File: config.mk
export PLATFORM = sky130hd
export DESIGN_NAME = mem_access_unit_flat
export DESIGN_NICKNAME = d
export VERILOG_FILES = /design/src/rtl/mem_access_pkg.sv /design/src/rtl/mem_access_unit_if.sv /design/src/rtl/mem_access_unit_load_align.sv /design/src/rtl/mem_access_unit.sv /design/src/flat_wrapper.sv
export SDC_FILE = /design/constraint.sdc
export NUM_CORES = 1
export LEC_CHECK = 0
export BUFFER_PORTS_ARGS = -buffer_cell sky130_fd_sc_hd__buf_4
export CAP_MARGIN = 20
export CELL_PAD_IN_SITES_DETAIL_PLACEMENT = 1
export CELL_PAD_IN_SITES_GLOBAL_PLACEMENT = 2
export CORE_ASPECT_RATIO = 0.7
export CORE_MARGIN = 2
export CORE_UTILIZATION = 35
export CTS_CLUSTER_DIAMETER = 120
export CTS_CLUSTER_SIZE = 40
export DETAILED_ROUTE_END_ITERATION = 16
export PLACE_DENSITY = 0.89
export SYNTH_ARGS = -nofsm -noshare
export SYNTH_HDL_FRONTEND = slang
export SYNTH_SLANG_ARGS = --single-unit
File: constraint.sdc
create_clock -name clk -period 9.8 [get_ports clk]
set_input_delay 0 -clock clk [delete_from_list [all_inputs] [get_ports clk]]
set_output_delay 0 -clock clk [all_outputs]
set_load 0.05 [all_outputs]
File: src/rtl/mem_access_pkg.sv
// Shared definitions for the data-memory access unit: size encodings,
// FSM state type, word-address mask and small decode helpers.
package mem_access_pkg;

    localparam logic [1:0] SZ_BYTE = 2'b00;
    localparam logic [1:0] SZ_HALF = 2'b01;
    localparam logic [1:0] SZ_WORD = 2'b10;

    // Clears the byte offset so the memory always sees a word address.
    localparam logic [31:0] WORD_ADDR_MASK = 32'hFFFF_FFFC;

    typedef enum logic [1:0] {
        ST_IDLE = 2'b00,
        ST_RD   = 2'b01,
        ST_WR   = 2'b10,
        ST_RESP = 2'b11
    } state_t;

    // Halfwords need addr[0]=0; words (and the reserved size) need addr[1:0]=0.
    function automatic logic is_misaligned(input logic [1:0] size, input logic [1:0] offset);
        logic mis;
        case (size)
            SZ_BYTE: mis = 1'b0;
            SZ_HALF: mis = offset[0];
            default: mis = (offset != 2'b00);
        endcase
        return mis;
    endfunction

    // Loads and sub-word stores must fetch the word first; only word stores skip it.
    function automatic logic needs_read(input logic write, input logic [1:0] size);
        return (!write) || (size == SZ_BYTE) || (size == SZ_HALF);
    endfunction

endpackage

File: src/rtl/mem_access_unit_if.sv
// Request/response handshake plus the word-organised memory port of the
// access unit. resp_error only exists when MISALIGN_CHECK_EN is defined.
// master = MEM-stage / memory side, slave = the access unit.
interface mem_access_if #(
    parameter int ADDR_W = 32,
    parameter int DATA_W = 32
);
    logic              req_valid;
    logic              req_ready;
    logic              req_write;
    logic [1:0]        req_size;
    logic              req_signed;
    logic [ADDR_W-1:0] req_addr;
    logic [DATA_W-1:0] req_wdata;
    logic              resp_valid;
    logic              resp_ready;
    logic [DATA_W-1:0] resp_rdata;
`ifdef MISALIGN_CHECK_EN
    logic              resp_error;
`endif
    logic [ADDR_W-1:0] mem_address;
    logic [DATA_W-1:0] mem_write_data;
    logic              mem_read;
    logic              mem_write;
    logic [DATA_W-1:0] mem_read_data;

    modport slave (
        input  req_valid, req_write, req_size, req_signed, req_addr, req_wdata,
        input  resp_ready, mem_read_data,
`ifdef MISALIGN_CHECK_EN
        output resp_error,
`endif
        output req_ready, resp_valid, resp_rdata,
        output mem_address, mem_write_data, mem_read, mem_write
    );

    modport master (
        output req_valid, req_write, req_size, req_signed, req_addr, req_wdata,
        output resp_ready, mem_read_data,
`ifdef MISALIGN_CHECK_EN
        input  resp_error,
`endif
        input  req_ready, resp_valid, resp_rdata,
        input  mem_address, mem_write_data, mem_read, mem_write
    );
endinterface

File: src/rtl/mem_access_unit_load_align.sv
// Little-endian lane selection: extracts and extends a byte/half/word from a
// memory word, and exposes the lane shift and in-place lane mask so the
// store-merge path indexes lanes exactly the same way.
module load_align
    import mem_access_pkg::*;
(
    input  logic [31:0] word,
    input  logic [1:0]  offset,
    input  logic [1:0]  size,
    input  logic        sign_ext,
    output logic [31:0] data,
    output logic [4:0]  lane_shift,
    output logic [31:0] lane_mask
);
    logic [31:0] lane_s;
    logic [31:0] base_mask_s;

    // Lane position: byte uses addr[1:0], half uses addr[1], word is unshifted.
    always_comb begin
        lane_shift  = 5'd0;
        base_mask_s = 32'hFFFF_FFFF;
        case (size)
            SZ_BYTE: begin
                lane_shift  = {offset, 3'b000};
                base_mask_s = 32'h0000_00FF;
            end
            SZ_HALF: begin
                lane_shift  = {offset[1], 4'b0000};
                base_mask_s = 32'h0000_FFFF;
            end
            default: begin
                lane_shift  = 5'd0;
                base_mask_s = 32'hFFFF_FFFF;
            end
        endcase
        lane_mask = base_mask_s << lane_shift;
        lane_s    = word >> lane_shift;
    end

    // Sign or zero extension of the selected lane.
    always_comb begin
        data = lane_s;
        case (size)
            SZ_BYTE: begin
                if (sign_ext) data = {{24{lane_s[7]}}, lane_s[7:0]};
                else          data = {24'h00_0000, lane_s[7:0]};
            end
            SZ_HALF: begin
                if (sign_ext) data = {{16{lane_s[15]}}, lane_s[15:0]};
                else          data = {16'h0000, lane_s[15:0]};
            end
            default: data = lane_s;
        endcase
    end
endmodule

File: src/rtl/mem_access_unit.sv
// Data-memory initiator for the MEM stage. Sizes loads/stores, extends load
// data and performs read-modify-write for byte/halfword stores. All outputs
// are registered from the next state. Optional misalignment reporting is
// compiled in with MISALIGN_CHECK_EN.
module mem_access_unit
    import mem_access_pkg::*;
#(
    parameter int ADDR_W = 32,
    parameter int DATA_W = 32
) (
    input  logic         clk,
    input  logic         rst,
    mem_access_if.slave  bus
);
    state_t            state_r, state_s;
    logic [1:0]        offset_r;
    logic [1:0]        size_r;
    logic              signed_r;
    logic              write_r;
    logic [DATA_W-1:0] wdata_r;
    logic              accept_s;

    logic              req_ready_r;
    logic              resp_valid_r;
    logic [DATA_W-1:0] resp_rdata_r, resp_rdata_s;
    logic [ADDR_W-1:0] mem_address_r, mem_address_s;
    logic [DATA_W-1:0] mem_write_data_r, mem_write_data_s;
    logic              mem_read_r;
    logic              mem_write_r;
`ifdef MISALIGN_CHECK_EN
    logic              resp_error_r, resp_error_s;
`endif

    logic [31:0]       load_data_s;
    logic [4:0]        lane_shift_s;
    logic [31:0]       lane_mask_s;
    logic [31:0]       merge_s;

    load_align u_load_align (
        .word       (bus.mem_read_data),
        .offset     (offset_r),
        .size       (size_r),
        .sign_ext   (signed_r),
        .data       (load_data_s),
        .lane_shift (lane_shift_s),
        .lane_mask  (lane_mask_s)
    );

    // Sub-word store: keep the fetched word, replace only the target lane.
    assign merge_s = (bus.mem_read_data & ~lane_mask_s) | ((wdata_r << lane_shift_s) & lane_mask_s);

    // Next-state and next-output-data decode.
    always_comb begin
        state_s          = state_r;
        accept_s         = 1'b0;
        resp_rdata_s     = resp_rdata_r;
        mem_address_s    = mem_address_r;
        mem_write_data_s = mem_write_data_r;
`ifdef MISALIGN_CHECK_EN
        resp_error_s     = resp_error_r;
`endif
        case (state_r)
            ST_IDLE: begin
                if (bus.req_valid) begin
                    accept_s      = 1'b1;
                    mem_address_s = bus.req_addr & WORD_ADDR_MASK;
                    resp_rdata_s  = {DATA_W{1'b0}};
`ifdef MISALIGN_CHECK_EN
                    resp_error_s  = 1'b0;
                    if (is_misaligned(bus.req_size, bus.req_addr[1:0])) begin
                        state_s      = ST_RESP;
                        resp_error_s = 1'b1;
                    end else
`endif
                    if (needs_read(bus.req_write, bus.req_size)) begin
                        state_s = ST_RD;
                    end else begin
                        state_s          = ST_WR;
                        mem_write_data_s = bus.req_wdata;
                    end
                end else begin
                    state_s = ST_IDLE;
                end
            end
            ST_RD: begin
                if (write_r) begin
                    state_s          = ST_WR;
                    mem_write_data_s = merge_s;
                end else begin
                    state_s      = ST_RESP;
                    resp_rdata_s = load_data_s;
                end
            end
            ST_WR: begin
                state_s      = ST_RESP;
                resp_rdata_s = {DATA_W{1'b0}};
            end
            ST_RESP: begin
                if (bus.resp_ready) state_s = ST_IDLE;
                else                state_s = ST_RESP;
            end
            default: state_s = ST_IDLE;
        endcase
    end

    // State and registered outputs; strobes follow the state being entered.
    always_ff @(posedge clk or posedge rst) begin
        if (rst) begin
            state_r          <= ST_IDLE;
            req_ready_r      <= 1'b1;
            resp_valid_r     <= 1'b0;
            resp_rdata_r     <= {DATA_W{1'b0}};
            mem_address_r    <= {ADDR_W{1'b0}};
            mem_write_data_r <= {DATA_W{1'b0}};
            mem_read_r       <= 1'b0;
            mem_write_r      <= 1'b0;
`ifdef MISALIGN_CHECK_EN
            resp_error_r     <= 1'b0;
`endif
        end else begin
            state_r          <= state_s;
            req_ready_r      <= (state_s == ST_IDLE);
            resp_valid_r     <= (state_s == ST_RESP);
            resp_rdata_r     <= resp_rdata_s;
            mem_address_r    <= mem_address_s;
            mem_write_data_r <= mem_write_data_s;
            mem_read_r       <= (state_s == ST_RD);
            mem_write_r      <= (state_s == ST_WR);
`ifdef MISALIGN_CHECK_EN
            resp_error_r     <= resp_error_s;
`endif
        end
    end

    // Request attributes captured at acceptance and held for the transaction.
    always_ff @(posedge clk or posedge rst) begin
        if (rst) begin
            offset_r <= 2'b00;
            size_r   <= SZ_BYTE;
            signed_r <= 1'b0;
            write_r  <= 1'b0;
            wdata_r  <= {DATA_W{1'b0}};
        end else if (accept_s) begin
            offset_r <= bus.req_addr[1:0];
            size_r   <= bus.req_size;
            signed_r <= bus.req_signed;
            write_r  <= bus.req_write;
            wdata_r  <= bus.req_wdata;
        end
    end

    assign bus.req_ready      = req_ready_r;
    assign bus.resp_valid     = resp_valid_r;
    assign bus.resp_rdata     = resp_rdata_r;
    assign bus.mem_address    = mem_address_r;
    assign bus.mem_write_data = mem_write_data_r;
    assign bus.mem_read       = mem_read_r;
    assign bus.mem_write      = mem_write_r;
`ifdef MISALIGN_CHECK_EN
    assign bus.resp_error     = resp_error_r;
`endif
endmodule

File: src/flat_wrapper.sv
// flat-port wrapper written by rule: the top's interface ports become plain ports
module mem_access_unit_flat import mem_access_pkg::*;
#(
    parameter int ADDR_W = 32,
    parameter int DATA_W = 32
)
  (clk, rst, bus_req_valid, bus_req_write, bus_req_size, bus_req_signed, bus_req_addr, bus_req_wdata, bus_resp_ready, bus_mem_read_data, bus_req_ready, bus_resp_valid, bus_resp_rdata, bus_mem_address, bus_mem_write_data, bus_mem_read, bus_mem_write);
  mem_access_if #(.ADDR_W(ADDR_W), .DATA_W(DATA_W)) bus_i ();
  input  logic clk;
  input  logic rst;
  input wire logic [$bits(bus_i.req_valid)-1:0] bus_req_valid;
  input wire logic [$bits(bus_i.req_write)-1:0] bus_req_write;
  input wire logic [$bits(bus_i.req_size)-1:0] bus_req_size;
  input wire logic [$bits(bus_i.req_signed)-1:0] bus_req_signed;
  input wire logic [$bits(bus_i.req_addr)-1:0] bus_req_addr;
  input wire logic [$bits(bus_i.req_wdata)-1:0] bus_req_wdata;
  input wire logic [$bits(bus_i.resp_ready)-1:0] bus_resp_ready;
  input wire logic [$bits(bus_i.mem_read_data)-1:0] bus_mem_read_data;
  output wire logic [$bits(bus_i.req_ready)-1:0] bus_req_ready;
  output wire logic [$bits(bus_i.resp_valid)-1:0] bus_resp_valid;
  output wire logic [$bits(bus_i.resp_rdata)-1:0] bus_resp_rdata;
  output wire logic [$bits(bus_i.mem_address)-1:0] bus_mem_address;
  output wire logic [$bits(bus_i.mem_write_data)-1:0] bus_mem_write_data;
  output wire logic [$bits(bus_i.mem_read)-1:0] bus_mem_read;
  output wire logic [$bits(bus_i.mem_write)-1:0] bus_mem_write;
  assign bus_i.req_valid = bus_req_valid;
  assign bus_i.req_write = bus_req_write;
  assign bus_i.req_size = bus_req_size;
  assign bus_i.req_signed = bus_req_signed;
  assign bus_i.req_addr = bus_req_addr;
  assign bus_i.req_wdata = bus_req_wdata;
  assign bus_i.resp_ready = bus_resp_ready;
  assign bus_i.mem_read_data = bus_mem_read_data;
  assign bus_req_ready = bus_i.req_ready;
  assign bus_resp_valid = bus_i.resp_valid;
  assign bus_resp_rdata = bus_i.resp_rdata;
  assign bus_mem_address = bus_i.mem_address;
  assign bus_mem_write_data = bus_i.mem_write_data;
  assign bus_mem_read = bus_i.mem_read;
  assign bus_mem_write = bus_i.mem_write;
  mem_access_unit #(.ADDR_W(ADDR_W), .DATA_W(DATA_W)) u_core (.clk(clk), .rst(rst), .bus(bus_i));
endmodule
==> impl_metrics.sql <==
INSERT INTO impl_metrics (metric_group, metric, value, unit) VALUES
('critical_path', 'cp_cell_sequence', 'nand4b_1 -> a21o_1 -> inv_1 -> buf_16 -> nand3_1 -> o211ai_1', ''),
('sta', 'layout_min_cycle_time', '2.95', 'ns'),
('cts', 'tritoncts', 'done', ''),
('critical_path', 'crit_path_start', 'u_core.state_r[0]$_DFF_PP0_', ''),
('sta', 'grt_setup_unrepaired', 'no', ''),
('routing', 'drt_first_pass_iters', '5', ''),
('sta', 'finalSetupViolations', '0', ''),
('routing', 'drt-total-wl', '27900', 'µm'),
('sta', 'finalSetupTns', '0', 'ns'),
('logic_synthesis', 'yosysUniqueCellTypes', '51', ''),
('floorplanning', 'core_region_area', '0.0191', 'mm²'),
('logic_synthesis', 'synth_edf_count', '0', ''),
('finish', 'nets', '1011', ''),
('global_route', 'global_route.usage.total', '27.5', '%'),
('logic_synthesis', 'mappedNetlistArea', '0.00688', 'mm²'),
('critical_path', 'r2r-start', 'u_core.state_r[0]$_DFF_PP0_', ''),
('critical_path', 'worstSetupStartpointType', 'flip-flop', ''),
('cts', 'clk-insertion-delay-late', '0.43', 'ns'),
('routing', 'detail_route.iter0.violations', '633', ''),
('placed_design', 'numPortBuffers', '201', ''),
('routing', 'average_wire_length_per_cell_after_detail_routing', '23.6', 'µm'),
('cts', 'root_buffer', 'sky130_fd_sc_hd__clkbuf_16', ''),
('critical_path', 'timing.critical_path.to_type', 'flip-flop', ''),
('cts', 'cts_sinks', '138', ''),
('job', 'drv.max_cap_violation_count', '0', ''),
('power', 'p_leak', '4.47', 'nW'),
('critical_path', 'critical_path_type', 'flip-flop to flip-flop', ''),
('placed_design', 'gpl.final_weighted_congestion', '0.852', ''),
('global_route', 'grt_first_pass_wirelength', '42400', 'µm'),
('logic_synthesis', 'synth.yosys.seq_area_share', '50.2', '%'),
('global_route', 'vias_in_the_first_global_route', '7126', ''),
('finish', 'flow.area_growth_from_synthesis', '48.1', '%'),
('sta', 'fin_skew', '0.00786', 'ns'),
('logic_synthesis', 'synth_async_sr_flop_share', '100', '%'),
('logic_synthesis', 'ys_ff_latch', '138', ''),
('logic_synthesis', 'synthesis.instances', '634', ''),
('cts', 'clkTransAtPathRegs', '0.07', 'ns'),
('cts', 'cts-htree-levels', '4', ''),
('sta', 'slew_worst_pin', '1.14', 'ns'),
('cts', 'cts_setup_buffers', '0', ''),
('routing', 'remaining_drc_errors', '0', ''),
('critical_path', 'data_arrival_time_at_the_worst_slack_endpoint', '3.23', 'ns'),
('floorplanning', 'die_span_in_x', '172', 'µm'),
('placed_design', 'dp_hpwl', '18600', 'µm'),
('logic_synthesis', 'synth_flop_cell', 'sky130_fd_sc_hd__dfrtp_1', ''),
('logic_synthesis', 'synth_warnings', '0', ''),
('floorplanning', 'die-area', '0.0208', 'mm²'),
('power', 'power-per-cell-area', '358', 'mW/mm²'),
('sta', 'relSlewSlack', '24.3', '%'),
('global_route', 'initial_antenna_violation_count', '0', ''),
('routing', 'detailroute.via_count', '6630', ''),
('cts', 'number_of_buffers_inserted_during_clock_tree_synthesis', '17', ''),
('floorplanning', 'std_cell_rows', '42', ''),
('floorplanning', 'initial_core_util', '36.1', '%'),
('cts', 'clock_path_buffers', '2', ''),
('routing', 'route.detailed.vias_per_inst', '5.60', ''),
('critical_path', 'crit_buf_inv', '2', ''),
('global_route', 'globalRouteOverflowTotal', '0', ''),
('floorplanning', 'chipHeight', '121', 'µm'),
('global_route', 'grt_start_max_net_pins', '73', ''),
('hold_path', 'holdCritPathClass', 'primary input to flip-flop', ''),
('logic_synthesis', 'synth_area_per_cell', '10.8', 'µm²'),
('finish', 'diodes', '0', ''),
('sta', 'timing.final.max_slew_violations', '0', ''),
('finish', 'final_layout_size_suffix_gt1_share', '35.7', '%'),
('critical_path', 'cpLargestDelayFamily', 'compound AO/OA/AOI/OAI gates', ''),
('status', 'status', 'complete, no violations', ''),
('power', 'irDropWorstVdd', '0.153', 'mV'),
('sta', 'finalHoldViolations', '0', ''),
('sta', 'timing.final.crit_share', '30.1', '%'),
('critical_path', 'timing.critical_path.slowest_stage_cell', 'sky130_fd_sc_hd__a21o_1', ''),
('hold_path', 'holdCritStartpoint', 'bus_mem_read_data[23]', ''),
('floorplanning', 'num_io_pins', '204', ''),
('power', 'total_power', '3.65', 'mW'),
('sta', 'timing.fmax', '0.339', 'GHz'),
('critical_path', 'longest_individual_stage_delay_on_the_worst_path', '0.93', 'ns'),
('critical_path', 'worst_ep_required_time', '10.08', 'ns'),
('routing', 'ant_nets', '0', ''),
('critical_path', 'worstPathMaxFanout', '29', '');
layout make-up:
class                   count  area [µm²]
clock inverters            14         138
flip-flops and latches    138        3450
multi-input cells         435        3190
fillers                  2067        8890
well taps                 264         330
repair buffers            310        2620
clock buffers              18         439
inverters                   5        23.8
per-layer routing:
layer | share of wire (%) | vias to the layer above | global-route usage, %
met2 | 46 | 332 | 43.7
met5 | 0 | - | 0
met3 | 10 | 34 | 7.76
met1 | 42 | 3379 | 36.8
li1 | - | 2885 | -
met4 | 1.5 | 0 | 7.79
synthesized netlist by cell type, types with 10 or more instances:
library cell | instances | area [µm²]
sky130_fd_sc_hd__a211o_1 | 17 | 149
sky130_fd_sc_hd__a21oi_1 | 33 | 165
sky130_fd_sc_hd__a32oi_1 | 18 | 158
sky130_fd_sc_hd__clkbuf_1 | 44 | 165
sky130_fd_sc_hd__dfrtp_1 | 137 | 3430
sky130_fd_sc_hd__mux2_2 | 68 | 766
sky130_fd_sc_hd__mux2i_1 | 25 | 250
sky130_fd_sc_hd__nand2_1 | 30 | 113
sky130_fd_sc_hd__nand2b_1 | 27 | 169
sky130_fd_sc_hd__nand3_1 | 25 | 125
sky130_fd_sc_hd__nor2_1 | 44 | 165
sky130_fd_sc_hd__o211ai_1 | 15 | 113
sky130_fd_sc_hd__o21ai_0 | 26 | 130
sky130_fd_sc_hd__o21ai_1 | 10 | 50.1
cell usage in the layout (no fill, tap or decap), drive strengths merged, types with 8 or more instances in the layout:
master       synthesis  layout
a211o               17      17
a21oi               33      33
a32oi               18      18
buf                 13     214
clkbuf              44      18
dfrtp              137     137
dlygate4sd3          0      96
inv                  4      10
mux2                69      69
mux2i               25      25
nand2               30      30
nand2b              27      27
nand3               25      25
nand4                8       8
nor2                44      44
o211ai              15      15
o21ai               36      36
or4                  8       8
kinds of logic after synthesis:
logic type	Yosys count	synth area share (%)
compound gates	161	16.0
buf+inv	62	3.73
flops	138	50.2
mux	101	17.2
other cells	1	0.0545
simple gates	171	12.8
what timing repair did:
item,CTS,global route
hold buffers,96,0
hold endpoints to repair,171,0
gates resized for setup,0,0
per-stage QoR:
step,cell area [µm²],util [%],instances,hold slack [ns],worst slack [ns]
6_report,10200,53.4,1184,0.0126,6.85
5_1_grt,10200,53.4,1184,0.0418,6.66
4_1_cts,10100,53.0,1180,0.00469,6.48
3_5_place_dp,8570,44.9,1052,0.133,6.49
3_3_place_gp,8570,44.9,1052,0.111,6.77
2_1_floorplan,6880,-,635,0.0523,6.11
power by group:
part,leakage [nW],total [mW],internal [mW],switching (mW)
sequential,1.68,1.07,0.823,0.245
combinational,2.50,1.94,0.683,1.26
clock,0.284,0.638,0.362,0.276
sequential cells by signal, indices dropped and copies added, names as in the netlist:
signal                     cells
u_core.bus.mem_write_data     32
u_core.bus.resp_rdata         32
u_core.wdata_r                32
u_core.bus.mem_address        30
u_core.offset_r                2
u_core.size_r                  2
u_core.state_r                 2
u_core.bus.mem_read            1
u_core.bus.mem_write           1
u_core.bus.req_ready           1
u_core.bus.resp_valid          1
u_core.signed_r                1
u_core.write_r                 1
path summary, 6_finish.rpt:
kind / slack, ns / end / cells past startpoint
max: 6.85 / u_core.bus.mem_write_data[3]$_DFFE_PP0P_ / 6
min: 0.01 / u_core.bus.resp_rdata[23]$_DFFE_PP0P_ / 4
max reg2reg: 6.85 / u_core.bus.mem_write_data[3]$_DFFE_PP0P_ / 6
min reg2reg: 0.50 / u_core.bus.mem_write_data[30]$_DFFE_PP0P_ / 2
max in group asynchronous: 8.19 / u_core.bus.resp_rdata[26]$_DFFE_PP0P_ / 4
min in group asynchronous: 0.20 / u_core.bus.mem_address[15]$_DFFE_PP0P_ / 3
worst register-to-register path, stage by stage (launching register included):
cell and delay (ns):
sky130_fd_sc_hd__dfrtp_1 0.67, sky130_fd_sc_hd__nand4b_1 0.33, sky130_fd_sc_hd__a21o_1 0.93, sky130_fd_sc_hd__inv_1 0.35
sky130_fd_sc_hd__buf_16 0.28, sky130_fd_sc_hd__nand3_1 0.11, sky130_fd_sc_hd__o211ai_1 0.12
(Power assumes the default switching activity.)
